--- src/rtl/demux_1to3_reg_pkg.sv ---
// Shared select encodings and drop-counter constants for demux_1to3_reg.
package demux_1to3_reg_pkg;

    localparam logic [1:0] SEL_CH0     = 2'b00;
    localparam logic [1:0] SEL_CH1     = 2'b01;
    localparam logic [1:0] SEL_CH2     = 2'b10;
    localparam logic [1:0] SEL_ILLEGAL = 2'b11;

    localparam int unsigned NUM_CH     = 3;
    localparam int unsigned DROP_CNT_W = 8;

    // Saturating increment used by the optional drop counter.
    function automatic logic [DROP_CNT_W-1:0] sat_inc(input logic [DROP_CNT_W-1:0] value);
        return (&value) ? value : value + 1'b1;
    endfunction

endpackage

--- src/rtl/demux_out_slot.sv ---
// Single-entry output slot: loads one beat, holds it until the consumer takes it.
module demux_out_slot #(
    parameter int unsigned size = 32
) (
    input  logic            clk,
    input  logic            rst_n,
    input  logic            load,
    input  logic [size-1:0] load_data,
    input  logic            ready,
    output logic            valid,
    output logic [size-1:0] data,
    output logic            can_accept
);

    logic            valid_q, valid_d;
    logic [size-1:0] data_q, data_d;

    always_comb begin
        valid_d = valid_q & ~ready;
        data_d  = data_q;
        // A load wins over a drain so a full slot can refill in the same cycle.
        if (load) begin
            valid_d = 1'b1;
            data_d  = load_data;
        end
    end

    always_ff @(posedge clk or negedge rst_n) begin
        if (!rst_n) begin
            valid_q <= 1'b0;
            data_q  <= '0;
        end else begin
            valid_q <= valid_d;
            data_q  <= data_d;
        end
    end

    assign valid      = valid_q;
    assign data       = data_q;
    assign can_accept = ~valid_q | ready;

endmodule

--- src/rtl/demux_1to3_reg.sv ---
// Registered 1-to-3 demultiplexer with valid/ready handshakes and a sticky illegal-select flag.
// Define DEMUX_DROP_CNT_EN to add drop_cnt_o, a saturating count of discarded select-11 beats.
module demux_1to3_reg
    import demux_1to3_reg_pkg::*;
#(
    parameter int unsigned size = 32
) (
    input  logic                  clk_i,
    input  logic                  rst_i,
    input  logic [size-1:0]       data_i,
    input  logic [1:0]            select_i,
    input  logic                  valid_i,
    output logic                  ready_o,
    output logic [size-1:0]       data0_o,
    output logic [size-1:0]       data1_o,
    output logic [size-1:0]       data2_o,
    output logic                  valid0_o,
    output logic                  valid1_o,
    output logic                  valid2_o,
    input  logic                  ready0_i,
    input  logic                  ready1_i,
    input  logic                  ready2_i,
`ifdef DEMUX_DROP_CNT_EN
    output logic [DROP_CNT_W-1:0] drop_cnt_o,
`endif
    output logic                  err_o
);

    logic [NUM_CH-1:0] load;
    logic [NUM_CH-1:0] can_accept;
    logic              accept;
    logic              drop;
    logic              err_q;

    // Illegal beats are always taken so upstream never stalls on a bad select.
    always_comb begin
        ready_o = 1'b1;
        case (select_i)
            SEL_CH0: ready_o = can_accept[0];
            SEL_CH1: ready_o = can_accept[1];
            SEL_CH2: ready_o = can_accept[2];
            default: ready_o = 1'b1;
        endcase
    end

    assign accept  = valid_i & ready_o;
    assign load[0] = accept & (select_i == SEL_CH0);
    assign load[1] = accept & (select_i == SEL_CH1);
    assign load[2] = accept & (select_i == SEL_CH2);
    assign drop    = accept & (select_i == SEL_ILLEGAL);

    demux_out_slot #(
        .size (size)
    ) u_slot0 (
        .clk        (clk_i),
        .rst_n      (rst_i),
        .load       (load[0]),
        .load_data  (data_i),
        .ready      (ready0_i),
        .valid      (valid0_o),
        .data       (data0_o),
        .can_accept (can_accept[0])
    );

    demux_out_slot #(
        .size (size)
    ) u_slot1 (
        .clk        (clk_i),
        .rst_n      (rst_i),
        .load       (load[1]),
        .load_data  (data_i),
        .ready      (ready1_i),
        .valid      (valid1_o),
        .data       (data1_o),
        .can_accept (can_accept[1])
    );

    demux_out_slot #(
        .size (size)
    ) u_slot2 (
        .clk        (clk_i),
        .rst_n      (rst_i),
        .load       (load[2]),
        .load_data  (data_i),
        .ready      (ready2_i),
        .valid      (valid2_o),
        .data       (data2_o),
        .can_accept (can_accept[2])
    );

    always_ff @(posedge clk_i or negedge rst_i) begin
        if (!rst_i) begin
            err_q <= 1'b0;
        end else if (drop) begin
            err_q <= 1'b1;
        end
    end

    assign err_o = err_q;

`ifdef DEMUX_DROP_CNT_EN
    logic [DROP_CNT_W-1:0] drop_cnt_q;

    always_ff @(posedge clk_i or negedge rst_i) begin
        if (!rst_i) begin
            drop_cnt_q <= '0;
        end else if (drop) begin
            drop_cnt_q <= sat_inc(drop_cnt_q);
        end
    end

    assign drop_cnt_o = drop_cnt_q;
`endif

endmodule

--- config.mk ---
export PLATFORM = sky130hd
export DESIGN_NAME = demux_1to3_reg
export DESIGN_NICKNAME = d
export VERILOG_FILES = /design/src/rtl/demux_1to3_reg_pkg.sv /design/src/rtl/demux_out_slot.sv /design/src/rtl/demux_1to3_reg.sv
export SDC_FILE = /design/constraint.sdc
export NUM_CORES = 1
export LEC_CHECK = 0
export ABC_AREA = 1
export CORE_MARGIN = 2
export CORE_UTILIZATION = 50
export DETAILED_ROUTE_END_ITERATION = 7
export DONT_BUFFER_PORTS = 1
export SYNTH_ARGS = -nofsm -noshare
export SYNTH_HDL_FRONTEND = slang
export SYNTH_SLANG_ARGS = --single-unit
export TNS_END_PERCENT = 10
--- constraint.sdc ---
create_clock -name clk_i -period 3.3 [get_ports clk_i]
set_clock_uncertainty 0.05 [all_clocks]
set_input_delay 0.495 -clock clk_i [delete_from_list [all_inputs] [get_ports clk_i]]
set_output_delay 0.495 -clock clk_i [all_outputs]
set_load 0.02 [all_outputs]
==> metrics.yaml <==
outcome: "completed"
post_cts_resized: 0
final_max_slew_viol_count: 0
rsz0062_at_grt: "no"
cts_buffers: 9
first_iter_violations: 160
syn_avg_cell_area_sq_um: 9.22
cap_violations: 0
die_y_um: 95.3
synth_cell_types: 16
syn_nets: 492
crit_path_end_kind: "output port"
cts.htree.levels: 3
drt-total-wl_mm: 10.6
cts_tree: "yes"
fmax_mhz: 375
start_util_pct: 51.2
p_leak_nw: 2.26
yosysSeqAreaShare_pct: 60.1
worst_pin_slew_ns: 0.808
drive_gt1_share_pct: 6.70
clk_path_buf_depth: 2
clk-insertion-delay-late_ns: 0.35
crit_path_max_fanout: 55
port-buffer-count: 0
io_pins: 141
netlist_area_sq_mm: 0.00417
cts_hold_buf: 1
period_needed_ns: 2.67
layout_commonest_cell: "nand2_1"
num-nets-final: 468
dr.pass1.iters: 4
post-cts-setup-buffers: 0
cts_sinks: 100
worstSetupPathType: "register to output port"
min_path_type: "primary input to async pin"
setup_viol: 0
grt_start_max_net_pins: 102
syn_to_final_growth_pct: 4.80
antenna_found_initial: 0
final_cell_mix: "nand2_1, dfrtp_1, nand4_1, clkbuf_8, inv_1"
synth-seq-cells: 100
grt_pass1_wl_mm: 17.0
track_usage_pct: 24.6
ir_worst_vdd_v: 0.000277
dp_hpwl_mm: 6.27
core-area_sq_mm: 0.00813
drc: 0
n_antenna_cell: 0
yosysWarnings: 0
cts_root_buffer: "clkbuf_8"
wl_per_cell_um: 19.8
die-area_sq_mm: 0.00908
period_share_pct: 80.9
synthCells: 452
max-slew-margin-rel_pct: 46.1
cp-start-kind: "register"
vias: 3127
drtAntennaViolNets: 0
tns_ns: 0
finalHoldViolations: 0
powerDensity_mw_per_mm2: 709
fp.dieW_um: 95.3
hold_ws_ns: 0.00625
fp-row-count: 33
routed_via_density: 5.81
critical_path_required_ns: 2.75
dpl_cell_area_sq_mm: 0.00414
cp.arrival_ns: 2.12
place.gp.congestion: 0.761
clk_pin_slew_worst_paths_ns: 0.09
grt-ovfl-total: 0
final_util_pct: 53.7
stdcell_area_sq_mm: 0.00437
first_global_vias: 3099
## critical path, stage by stage (launching register included)
cell and delay (ns):
dfrtp_1 0.49, inv_1 0.09, o21ai_1 0.21, nand3_4 0.44, buf_4 0.50
## synthesized netlist by cell type
cell type / instances / area share [%]
a31oi_1: 1 / 0.15
nand3_1: 1 / 0.12
inv_1: 5 / 0.45
nand2_1: 196 / 18
nand4_1: 96 / 14
nor2_4: 2 / 0.54
a31o_1: 1 / 0.21
buf_6: 4 / 1.1
buf_2: 17 / 2.0
nor2_1: 2 / 0.18
nand3_2: 4 / 0.96
inv_2: 2 / 0.18
buf_1: 1 / 0.090
clkbuf_1: 18 / 1.6
o21ai_1: 2 / 0.24
dfrtp_1: 100 / 60
## power breakdown
group | internal (mW) | leakage, nW | switching, mW
clock network | 0.390 | 0.102 | 0.407
registers | 1.47 | 1.25 | 0.506
logic | 0.112 | 0.902 | 0.210
total | 1.97 | 2.26 | 1.12
## path summary, 6_finish.rpt
path / from / endpoint / slack, ns / cells past startpoint
worst max-delay path: u_slot0.valid$_DFF_PN0_ / ready_o / 0.63 / 4
worst min-delay path: rst_i / u_slot0.data[15]$_DFFE_PN0P_ / 0.006 / 1
worst max register to register: u_slot1.valid$_DFF_PN0_ / u_slot2.data[27]$_DFFE_PN0P_ / 0.97 / 6
worst min register to register: u_slot0.data[18]$_DFFE_PN0P_ / u_slot0.data[18]$_DFFE_PN0P_ / 0.57 / 2
max in group asynchronous: rst_i / u_slot0.data[4]$_DFFE_PN0P_ / 2.80 / 1
min in group clk_i: ready0_i / u_slot0.valid$_DFF_PN0_ / 0.16 / 1
## per-layer routing
layer	up-vias	GRT usage (%)	wire, um
li1	1480	-	-
met1	1499	32.4	4430
met2	141	37.7	4890
met3	7	8.85	1220
met4	0	8.57	99
met5	-	0	0
## stage by stage
stage | cells | power (mW) | setup WS [ns]
floorplan | 452 | 2.21 | 1.42
global placement | 521 | 2.29 | 0.939
detailed placement | 521 | 2.30 | 0.913
CTS | 538 | 3.13 | 0.600
global route | 538 | 3.27 | 0.479
finish | 538 | 3.09 | 0.630
## registers in the layout (all words and copies together), names as in the netlist
name	cells
u_slot0.valid	1
u_slot2.data	32
u_slot1.data	32
u_slot1.valid	1
err_o	1
u_slot0.data	32
u_slot2.valid	1
## cell families (layout without fill, tap and decap cells)
| family | count (synthesis) | after routing | share of synthesized area, % |
|---|---|---|---|
| and+or+nand+nor | 301 | 301 | 33.9 |
| DFF | 100 | 100 | 60.1 |
| buffers and inverters | 47 | 28 | 5.47 |
| AOI/OAI and AO/OA | 4 | 4 | 0.601 |
## cell type report
class | instances | area, sq um
fillers | 751 | 3770
repair buffers | 5 | 57.6
inverters | 7 | 26.3
clock buffers | 12 | 155
well taps | 105 | 131
multi-input cells | 305 | 1450
clock inverters | 4 | 47.5
flip-flops and latches | 100 | 2500
(Power assumes the default switching activity.)
